--- src/rtl/hsv_colour_bbox_if.sv ---
// Pixel-in / result-out bundle for hsv_colour_bbox.
//   master: pixel source and result consumer (drives pixels, window, out_ready)
//   slave : the bbox block (drives out_valid and result fields)
// Signals
//   in_valid, in_sop, h, s, v     pixel beat (no backpressure)
//   h_lo..v_hi                    inclusive H/S/V window (hue may wrap)
//   out_ready                     result accept
//   out_valid, found, x_min..y_max, pix_count, overrun   frame result
interface hsv_colour_bbox_if #(
  parameter int IMAGE_W = 640,
  parameter int IMAGE_H = 480,
  parameter int H_W     = 10,
  parameter int S_W     = 18,
  parameter int V_W     = 10
);
  localparam int XW = $clog2(IMAGE_W);
  localparam int YW = $clog2(IMAGE_H);
  localparam int CW = $clog2(IMAGE_W*IMAGE_H+1);

  logic           in_valid;
  logic           in_sop;
  logic [H_W-1:0] h, h_lo, h_hi;
  logic [S_W-1:0] s, s_lo, s_hi;
  logic [V_W-1:0] v, v_lo, v_hi;
  logic           out_ready;
  logic           out_valid;
  logic           found;
  logic [XW-1:0]  x_min, x_max;
  logic [YW-1:0]  y_min, y_max;
  logic [CW-1:0]  pix_count;
  logic           overrun;

  modport master (
    output in_valid, in_sop, h, s, v, h_lo, h_hi, s_lo, s_hi, v_lo, v_hi, out_ready,
    input  out_valid, found, x_min, x_max, y_min, y_max, pix_count, overrun
  );
  modport slave (
    input  in_valid, in_sop, h, s, v, h_lo, h_hi, s_lo, s_hi, v_lo, v_hi, out_ready,
    output out_valid, found, x_min, x_max, y_min, y_max, pix_count, overrun
  );
endinterface

--- src/rtl/hsv_colour_bbox.sv ---
// Per-frame colour blob detector on a raster HSV stream.
// Each pixel is tested against an H/S/V window (hue window may wrap); matching
// pixels are counted and their bounding box tracked. One registered result per
// completed frame, held until accepted.
// Ports
//   clk    system clock
//   reset  asynchronous, active-high
//   bus    hsv_colour_bbox_if.slave: pixel beats, window, result handshake
module hsv_colour_bbox #(
  parameter int IMAGE_W   = 640,
  parameter int IMAGE_H   = 480,
  parameter int MIN_COUNT = 16,
  parameter int H_W       = 10,
  parameter int S_W       = 18,
  parameter int V_W       = 10
) (
  input  logic            clk,
  input  logic            reset,
  hsv_colour_bbox_if.slave bus
);
  localparam int XW = $clog2(IMAGE_W);
  localparam int YW = $clog2(IMAGE_H);
  localparam int CW = $clog2(IMAGE_W*IMAGE_H+1);
  localparam logic [CW-1:0] CNT_MAX = CW'(IMAGE_W*IMAGE_H);

  typedef enum logic {IDLE, FRAME} state_t;

  state_t        state, state_nxt;
  logic [XW-1:0] x_cnt, x_nxt, px;
  logic [YW-1:0] y_cnt, y_nxt, py;
  logic          beat, last;

  // Frame-scoped window copies; the sop pixel itself uses the live inputs.
  logic [H_W-1:0] h_lo_r, h_hi_r, h_lo_c, h_hi_c;
  logic [S_W-1:0] s_lo_r, s_hi_r, s_lo_c, s_hi_c;
  logic [V_W-1:0] v_lo_r, v_hi_r, v_lo_c, v_hi_c;
  logic           hue_ok, match;

  // Stage 1
  logic          s1_vld, s1_first, s1_match;
  logic [XW-1:0] s1_x;
  logic [YW-1:0] s1_y;
  logic [1:0]    last_pipe;   // [1] = commit this edge

  // Stage 2 accumulators
  logic          have;
  logic [CW-1:0] acc_cnt;
  logic [XW-1:0] acc_xmn, acc_xmx;
  logic [YW-1:0] acc_ymn, acc_ymx;
  logic          found_c;

  // ---------------- raster FSM ----------------
  always_ff @(posedge clk or posedge reset) begin
    if (reset) begin
      state <= IDLE;
      x_cnt <= '0;
      y_cnt <= '0;
    end else begin
      state <= state_nxt;
      x_cnt <= x_nxt;
      y_cnt <= y_nxt;
    end
  end

  always_comb begin
    state_nxt = state;
    x_nxt     = x_cnt;
    y_nxt     = y_cnt;
    // sop always restarts at (0,0), aborting any frame in progress
    px   = bus.in_sop ? '0 : x_cnt;
    py   = bus.in_sop ? '0 : y_cnt;
    beat = bus.in_valid && (bus.in_sop || state == FRAME);
    last = beat && px == XW'(IMAGE_W-1) && py == YW'(IMAGE_H-1);
    if (beat) begin
      state_nxt = last ? IDLE : FRAME;
      if (px == XW'(IMAGE_W-1)) begin
        x_nxt = '0;
        y_nxt = last ? '0 : py + YW'(1);
      end else begin
        x_nxt = px + XW'(1);
        y_nxt = py;
      end
    end
  end

  // ---------------- window ----------------
  always_ff @(posedge clk or posedge reset) begin
    if (reset) begin
      {h_lo_r, h_hi_r, s_lo_r, s_hi_r, v_lo_r, v_hi_r} <= '0;
    end else if (bus.in_valid && bus.in_sop) begin
      h_lo_r <= bus.h_lo; h_hi_r <= bus.h_hi;
      s_lo_r <= bus.s_lo; s_hi_r <= bus.s_hi;
      v_lo_r <= bus.v_lo; v_hi_r <= bus.v_hi;
    end
  end

  always_comb begin
    h_lo_c = bus.in_sop ? bus.h_lo : h_lo_r;
    h_hi_c = bus.in_sop ? bus.h_hi : h_hi_r;
    s_lo_c = bus.in_sop ? bus.s_lo : s_lo_r;
    s_hi_c = bus.in_sop ? bus.s_hi : s_hi_r;
    v_lo_c = bus.in_sop ? bus.v_lo : v_lo_r;
    v_hi_c = bus.in_sop ? bus.v_hi : v_hi_r;
    // h_lo > h_hi selects the wrap-around (red) hue band
    hue_ok = (h_lo_c <= h_hi_c) ? (bus.h >= h_lo_c && bus.h <= h_hi_c)
                                : (bus.h >= h_lo_c || bus.h <= h_hi_c);
    match  = hue_ok && bus.s >= s_lo_c && bus.s <= s_hi_c
                    && bus.v >= v_lo_c && bus.v <= v_hi_c;
  end

  // ---------------- stage 1 ----------------
  always_ff @(posedge clk or posedge reset) begin
    if (reset) begin
      s1_vld    <= 1'b0;
      s1_first  <= 1'b0;
      s1_match  <= 1'b0;
      s1_x      <= '0;
      s1_y      <= '0;
      last_pipe <= '0;
    end else begin
      s1_vld    <= beat;
      s1_first  <= beat && bus.in_sop;
      s1_match  <= match;
      s1_x      <= px;
      s1_y      <= py;
      last_pipe <= {last_pipe[0], last};
    end
  end

  // ---------------- stage 2 ----------------
  // The first pixel of a frame reinitialises everything, which is also how an
  // aborted frame's partial sums are discarded.
  always_ff @(posedge clk or posedge reset) begin
    if (reset) begin
      have    <= 1'b0;
      acc_cnt <= '0;
      acc_xmn <= '0; acc_xmx <= '0;
      acc_ymn <= '0; acc_ymx <= '0;
    end else if (s1_vld) begin
      if (s1_match && (s1_first || !have)) begin
        acc_xmn <= s1_x; acc_xmx <= s1_x;
        acc_ymn <= s1_y; acc_ymx <= s1_y;
      end else if (s1_match) begin
        if (s1_x < acc_xmn) acc_xmn <= s1_x;
        if (s1_x > acc_xmx) acc_xmx <= s1_x;
        if (s1_y < acc_ymn) acc_ymn <= s1_y;
        if (s1_y > acc_ymx) acc_ymx <= s1_y;
      end
      if (s1_first) begin
        have    <= s1_match;
        acc_cnt <= CW'(s1_match);
      end else if (s1_match) begin
        have    <= 1'b1;
        acc_cnt <= (acc_cnt < CNT_MAX) ? acc_cnt + CW'(1) : acc_cnt;
      end
    end
  end

  // ---------------- result register ----------------
  assign found_c = acc_cnt >= CW'(MIN_COUNT);

  always_ff @(posedge clk or posedge reset) begin
    if (reset) begin
      bus.out_valid <= 1'b0;
      bus.overrun   <= 1'b0;
      bus.found     <= 1'b0;
      bus.x_min     <= '0; bus.x_max <= '0;
      bus.y_min     <= '0; bus.y_max <= '0;
      bus.pix_count <= '0;
    end else if (last_pipe[1]) begin
      // a commit coinciding with acceptance is a clean handover, not an overrun
      bus.out_valid <= 1'b1;
      bus.overrun   <= bus.out_valid && !bus.out_ready;
      bus.found     <= found_c;
      bus.x_min     <= (found_c && have) ? acc_xmn : '0;
      bus.x_max     <= (found_c && have) ? acc_xmx : '0;
      bus.y_min     <= (found_c && have) ? acc_ymn : '0;
      bus.y_max     <= (found_c && have) ? acc_ymx : '0;
      bus.pix_count <= acc_cnt;
    end else if (bus.out_valid && bus.out_ready) begin
      bus.out_valid <= 1'b0;
      bus.overrun   <= 1'b0;
    end
  end
endmodule
--- src/flat_wrapper.sv ---
// flat-port wrapper written by rule: the top's interface ports become plain ports
module hsv_colour_bbox_flat 
#(
  parameter int IMAGE_W   = 640,
  parameter int IMAGE_H   = 480,
  parameter int MIN_COUNT = 16,
  parameter int H_W       = 10,
  parameter int S_W       = 18,
  parameter int V_W       = 10
)
  (clk, reset, bus_in_valid, bus_in_sop, bus_h, bus_s, bus_v, bus_h_lo, bus_h_hi, bus_s_lo, bus_s_hi, bus_v_lo, bus_v_hi, bus_out_ready, bus_out_valid, bus_found, bus_x_min, bus_x_max, bus_y_min, bus_y_max, bus_pix_count, bus_overrun);
  hsv_colour_bbox_if #(.IMAGE_W(IMAGE_W), .IMAGE_H(IMAGE_H), .H_W(H_W), .S_W(S_W), .V_W(V_W)) bus_i ();
  input  logic clk;
  input  logic reset;
  input wire logic [$bits(bus_i.in_valid)-1:0] bus_in_valid;
  input wire logic [$bits(bus_i.in_sop)-1:0] bus_in_sop;
  input wire logic [$bits(bus_i.h)-1:0] bus_h;
  input wire logic [$bits(bus_i.s)-1:0] bus_s;
  input wire logic [$bits(bus_i.v)-1:0] bus_v;
  input wire logic [$bits(bus_i.h_lo)-1:0] bus_h_lo;
  input wire logic [$bits(bus_i.h_hi)-1:0] bus_h_hi;
  input wire logic [$bits(bus_i.s_lo)-1:0] bus_s_lo;
  input wire logic [$bits(bus_i.s_hi)-1:0] bus_s_hi;
  input wire logic [$bits(bus_i.v_lo)-1:0] bus_v_lo;
  input wire logic [$bits(bus_i.v_hi)-1:0] bus_v_hi;
  input wire logic [$bits(bus_i.out_ready)-1:0] bus_out_ready;
  output wire logic [$bits(bus_i.out_valid)-1:0] bus_out_valid;
  output wire logic [$bits(bus_i.found)-1:0] bus_found;
  output wire logic [$bits(bus_i.x_min)-1:0] bus_x_min;
  output wire logic [$bits(bus_i.x_max)-1:0] bus_x_max;
  output wire logic [$bits(bus_i.y_min)-1:0] bus_y_min;
  output wire logic [$bits(bus_i.y_max)-1:0] bus_y_max;
  output wire logic [$bits(bus_i.pix_count)-1:0] bus_pix_count;
  output wire logic [$bits(bus_i.overrun)-1:0] bus_overrun;
  assign bus_i.in_valid = bus_in_valid;
  assign bus_i.in_sop = bus_in_sop;
  assign bus_i.h = bus_h;
  assign bus_i.s = bus_s;
  assign bus_i.v = bus_v;
  assign bus_i.h_lo = bus_h_lo;
  assign bus_i.h_hi = bus_h_hi;
  assign bus_i.s_lo = bus_s_lo;
  assign bus_i.s_hi = bus_s_hi;
  assign bus_i.v_lo = bus_v_lo;
  assign bus_i.v_hi = bus_v_hi;
  assign bus_i.out_ready = bus_out_ready;
  assign bus_out_valid = bus_i.out_valid;
  assign bus_found = bus_i.found;
  assign bus_x_min = bus_i.x_min;
  assign bus_x_max = bus_i.x_max;
  assign bus_y_min = bus_i.y_min;
  assign bus_y_max = bus_i.y_max;
  assign bus_pix_count = bus_i.pix_count;
  assign bus_overrun = bus_i.overrun;
  hsv_colour_bbox #(.IMAGE_W(IMAGE_W), .IMAGE_H(IMAGE_H), .MIN_COUNT(MIN_COUNT), .H_W(H_W), .S_W(S_W), .V_W(V_W)) u_core (.clk(clk), .reset(reset), .bus(bus_i));
endmodule
--- config.mk ---
export PLATFORM = sky130hd
export DESIGN_NAME = hsv_colour_bbox_flat
export DESIGN_NICKNAME = d
export VERILOG_FILES = /design/src/rtl/hsv_colour_bbox_if.sv /design/src/rtl/hsv_colour_bbox.sv /design/src/flat_wrapper.sv
export SDC_FILE = /design/constraint.sdc
export NUM_CORES = 1
export LEC_CHECK = 0
export BUFFER_PORTS_ARGS = -buffer_cell sky130_fd_sc_hd__buf_2
export CAP_MARGIN = 20
export CELL_PAD_IN_SITES_DETAIL_PLACEMENT = 1
export CELL_PAD_IN_SITES_GLOBAL_PLACEMENT = 1
export CORE_MARGIN = 2
export CORE_UTILIZATION = 45
export DETAILED_ROUTE_END_ITERATION = 10
export PLACE_DENSITY_LB_ADDON = 0.1
export SYNTH_ARGS = -nofsm -noshare
export SYNTH_HDL_FRONTEND = slang
export SYNTH_SLANG_ARGS = --single-unit
--- constraint.sdc ---
create_clock -name clk -period 7.5 [get_ports clk]
set_input_delay 0.375 -clock clk [delete_from_list [all_inputs] [get_ports clk]]
set_output_delay 0.375 -clock clk [all_outputs]
set_load 0.01 [all_outputs]
==> report_table.html <==
<table>
<tr><th>Metric</th><th>Value</th></tr>
<tr><th colspan="2">Timing</th></tr>
<tr><td>Slew Viols, Final</td><td>0</td></tr>
<tr><td>Post-route setup TNS</td><td>0 ns</td></tr>
<tr><td>Remaining max-slew budget at the tightest pin</td><td>0.387</td></tr>
<tr><td>Crit path time final</td><td>3.42 ns</td></tr>
<tr><td>FMAX</td><td>293 MHz</td></tr>
<tr><td>Hold Worst Slack</td><td>between 0.009 and 0.01 ns</td></tr>
<tr><td>Setup repair after global routing missed its margin</td><td>no</td></tr>
<tr><td>Setup-failing EPs final</td><td>0</td></tr>
<tr><td>Slew at the pin with the worst max-slew slack</td><td>about 0.9 ns</td></tr>
<tr><td>Clock skew after layout</td><td>0.00806 ns</td></tr>
<tr><td>Count of final hold-check violations</td><td>0</td></tr>
<tr><td>Crit share post-route</td><td>0.456</td></tr>
<tr><th colspan="2">Clocking</th></tr>
<tr><td>Clock latency at the later pin of the worst-skew pair</td><td>between 0.5 and 0.6 ns</td></tr>
<tr><td>Number of buffers on the longest clock path</td><td>3</td></tr>
<tr><td>Total clock sinks</td><td>238</td></tr>
<tr><td>Hold buffer count at cts</td><td>0</td></tr>
<tr><td>Root buf cell</td><td>sky130_fd_sc_hd__clkbuf_16</td></tr>
<tr><td>Cells resized by post-CTS repair</td><td>0</td></tr>
<tr><td>H-tree lvl count</td><td>1</td></tr>
<tr><td>Clock transition at the registers of the reported paths</td><td>0.06 ns</td></tr>
<tr><td>CTS tree</td><td>yes</td></tr>
<tr><td>Total CTS buffers</td><td>28</td></tr>
<tr><td>Setup repair bufs after CTS</td><td>0</td></tr>
<tr><th colspan="2">Global route</th></tr>
<tr><td>Wire length of the first global-routing pass</td><td>50.9 mm</td></tr>
<tr><td>Overall fraction of global-route tracks in use</td><td>0.204</td></tr>
<tr><td>Via count of the first global-routing pass</td><td>around 10000</td></tr>
<tr><td>Pin count of the biggest net entering global routing</td><td>113</td></tr>
<tr><td>Global-route congestion overflow total</td><td>0</td></tr>
<tr><td>Initial antenna violation count</td><td>3</td></tr>
<tr><th colspan="2">Setup path</th></tr>
<tr><td>Critical path class</td><td>input pin to flip-flop</td></tr>
<tr><td>Critical path endpoint category</td><td>flip-flop</td></tr>
<tr><td>Required time of the critical path</td><td>7.88 ns</td></tr>
<tr><td>Arrival time at the worst endpoint</td><td>3.80 ns</td></tr>
<tr><td>Sort of element at the start of the critical path</td><td>input pin</td></tr>
<tr><td>CP max FO</td><td>between 60 and 70</td></tr>
<tr><th colspan="2">Route</th></tr>
<tr><td>Final routed wire length divided by cell count</td><td>17.2 um</td></tr>
<tr><td>First-iteration detailed-routing DRC count</td><td>350</td></tr>
<tr><td>Number of nets with antenna violations after detailed routing</td><td>0</td></tr>
<tr><td>DRC violations left</td><td>0</td></tr>
<tr><td>Total wire length after detailed routing</td><td>~30 mm</td></tr>
<tr><td>Vias</td><td>between 9000 and 10000</td></tr>
<tr><td>Vias per cell</td><td>5.34</td></tr>
<tr><td>Drt pass-1 iters</td><td>4</td></tr>
<tr><th colspan="2">Placement</th></tr>
<tr><td>Port Buf Inserts</td><td>178</td></tr>
<tr><td>Routability cong.</td><td>~0.8</td></tr>
<tr><td>HPWL reported at the end of detailed placement</td><td>~21 mm</td></tr>
<tr><th colspan="2">Pwr</th></tr>
<tr><td>Static power due to leakage</td><td>7.45 nW</td></tr>
<tr><td>Part of the total power dissipated in the clock network</td><td>0.421</td></tr>
<tr><td>Psw</td><td>0.807 mW</td></tr>
<tr><td>Internal power</td><td>between 2 and 2.5 mW</td></tr>
<tr><td>Peak supply drop</td><td>0.000179 V</td></tr>
<tr><td>Switching Fraction</td><td>0.251</td></tr>
<tr><td>Combinational power share</td><td>0.139</td></tr>
<tr><td>Sequential power share</td><td>0.439</td></tr>
<tr><td>Power Dens Cells</td><td>212 nW/um^2</td></tr>
<tr><th colspan="2">Flow run</th></tr>
<tr><td>Number of max-capacitance violations reported</td><td>0</td></tr>
<tr><th colspan="2">Logic synthesis</th></tr>
<tr><td>Average footprint of a synthesized cell</td><td>11.1 um^2</td></tr>
<tr><td>Total of warnings raised by yosys</td><td>0</td></tr>
<tr><td>Sequential element share of the synthesized area</td><td>0.461</td></tr>
<tr><td>Main synth FF type</td><td>sky130_fd_sc_hd__dfrtp_1</td></tr>
<tr><td>Ranking of synthesized cells by area</td><td>sky130_fd_sc_hd__dfrtp_1, sky130_fd_sc_hd__ha_1, sky130_fd_sc_hd__mux2_2</td></tr>
<tr><td>EDFF count, synth</td><td>0</td></tr>
<tr><td>Post-Synthesis Cells</td><td>1166</td></tr>
<tr><td>Post-Syn Area</td><td>12900 um^2</td></tr>
<tr><td>Number of storage elements in the synthesis netlist</td><td>238</td></tr>
<tr><td>Unique cell type count in the Yosys netlist</td><td>55</td></tr>
<tr><td>Synthesized netlist net count</td><td>around 1400</td></tr>
<tr><td>Async S/R FF share, synth</td><td>1.00</td></tr>
<tr><td>Cell type with the largest total area after synthesis</td><td>sky130_fd_sc_hd__dfrtp_1</td></tr>
<tr><td>Top cell type's share of synthesized area</td><td>0.461</td></tr>
<tr><th colspan="2">Status</th></tr>
<tr><td>Run status</td><td>complete, no violations</td></tr>
<tr><th colspan="2">Floorplan</th></tr>
<tr><td>Standard cell core area</td><td>28000 um^2</td></tr>
<tr><td>Placement Rows</td><td>about 60</td></tr>
<tr><td>Starting utilization of the core area</td><td>0.461</td></tr>
<tr><td>Die Ht</td><td>around 170 um</td></tr>
<tr><td>Die Outline Area</td><td>roughly 30000 um^2</td></tr>
<tr><td>Horiz. Die Dim</td><td>173 um</td></tr>
<tr><td>Boundary Pins</td><td>~180</td></tr>
<tr><th colspan="2">Cells and area</th></tr>
<tr><td>Area added between synthesis and finish</td><td>17.5%</td></tr>
<tr><td>Layout net count</td><td>1588</td></tr>
<tr><td>Share of post-route cells with drive strength above 1</td><td>0.279</td></tr>
<tr><th colspan="2">Hold path</th></tr>
<tr><td>Path type of the worst min-delay path</td><td>input pin to asynchronous set/reset pin</td></tr>
</table>
## worst max-delay path: stages
cell	delay, ns
sky130_fd_sc_hd__buf_4	0.64
sky130_fd_sc_hd__buf_4	0.78
sky130_fd_sc_hd__mux2i_1	0.27
sky130_fd_sc_hd__ha_1	0.27
sky130_fd_sc_hd__a21o_1	0.20
sky130_fd_sc_hd__a211oi_1	0.22
sky130_fd_sc_hd__o21ai_0	0.13
sky130_fd_sc_hd__a2111oi_0	0.40
sky130_fd_sc_hd__o21a_1	0.20
sky130_fd_sc_hd__a211o_1	0.16
sky130_fd_sc_hd__a211oi_1	0.06
## power by group through the flow
stage | sequential, mW | combinational, mW | clock, mW
CTS | 1.41 | 0.453 | 1.39
global placement | 1.43 | 0.431 | 0
detailed placement | 1.43 | 0.448 | 0
finish | 1.41 | 0.447 | 1.35
global route | 1.42 | 0.511 | 1.45
floorplan | 1.41 | 0.320 | 0
## layer usage
metal / vias to the layer above / global-route usage / part of all wire
met5: - / 0 / 0.0010
met4: 4 / 0.0434 / 0.017
met3: 44 / 0.0331 / 0.041
met2: 156 / 0.352 / 0.48
met1: 4611 / 0.272 / 0.46
li1: 4490 / - / -
## state kept, by name, summed over array words and instances (netlist names), 18 cells and up
register,count
u_core.acc_cnt,19
u_core.bus.pix_count,19
u_core.s_hi_r,18
u_core.s_lo_r,18
## cells by family after synthesis
kind of cell	share of synthesized area
flip-flops	0.461
AND/OR/NAND/NOR	0.0908
adder cells (fa/ha/maj)	0.122
multiplexers	0.178
buffers and inverters	0.0417
AO/OA/AOI/OAI	0.0970
XOR/XNOR	0.00882
## per-stage QoR
| step | std cells | cell area (um^2) | util | setup slack [ns] | total power [mW] |
|---|---|---|---|---|---|
| 2_1_floorplan | 1166 | 12900 | - | 0.594 | 1.73 |
| 3_3_place_gp | 1689 | 14200 | 0.506 | 3.55 | 1.86 |
| 3_5_place_dp | 1689 | 14200 | 0.506 | 3.48 | 1.88 |
| 4_1_cts | 1738 | 15100 | 0.539 | 4.06 | 3.26 |
| 5_1_grt | 1740 | 15200 | 0.541 | 3.78 | 3.38 |
| 6_report | 1741 | 15200 | 0.541 | 4.08 | 3.21 |
## final timing paths
kind / start / endpoint / slack, ns / cells after the start
hold / removal: reset / u_core.h_lo_r[4] / 0.009 / 2
max in group asynchronous: reset / u_core.s_lo_r[9] / 6.34 / 3
min in group clk: bus_out_ready / u_core.bus.overrun / 0.02 / 2
setup / recovery: bus_in_sop / u_core.s1_match / 4.08 / 11
setup reg to reg: u_core.x_cnt[0] / u_core.y_cnt[6] / 4.72 / 9
hold reg to reg: u_core.last_pipe[0] / u_core.last_pipe[1] / 0.36 / 0
## cell usage after synthesis, drive strengths merged, types with 5 or more instances
| cell | count |
|---|---|
| mux2 | 140 |
| a211oi | 14 |
| nand2b | 11 |
| a31oi | 5 |
| nor3 | 10 |
| a21oi | 40 |
| o21ai | 95 |
| ha | 126 |
| dfrtp | 238 |
| nand2 | 78 |
| a21o | 19 |
| nand3 | 14 |
| clkbuf | 20 |
| nor2 | 43 |
| nand4 | 23 |
| buf | 19 |
| nor2b | 22 |
| inv | 102 |
| mux2i | 72 |
| xor2 | 9 |
| and3 | 10 |
## cell usage in the layout (no fill, tap or decap), drive strengths merged, types with 4 or more instances in the layout
cell type / instances
nor3: 10
mux2i: 72
o21ai: 95
nor2: 43
xnor2: 4
and2: 4
buf: 186
nor4: 4
nand2: 78
xor2: 9
nor2b: 22
or3: 4
a21o: 19
ha: 126
and3: 10
nand4: 23
a21oi: 40
inv: 102
mux2: 140
nand2b: 11
clkbuf: 41
a211oi: 14
dfrtp: 238
a31oi: 5
clkinv: 5
nand3: 14
## area by class of cell
class                      instances  area [um^2]
antenna                            1         2.50
clock buffer                      41          831
clock inverter                     8         96.3
fill                            3058        12900
inverter                         102          390
multi-input combinational        787         6410
sequential                       238         5960
tap                              378          473
timing repair buffer             186          993
Note: power is estimated with default switching activity, not from simulation.
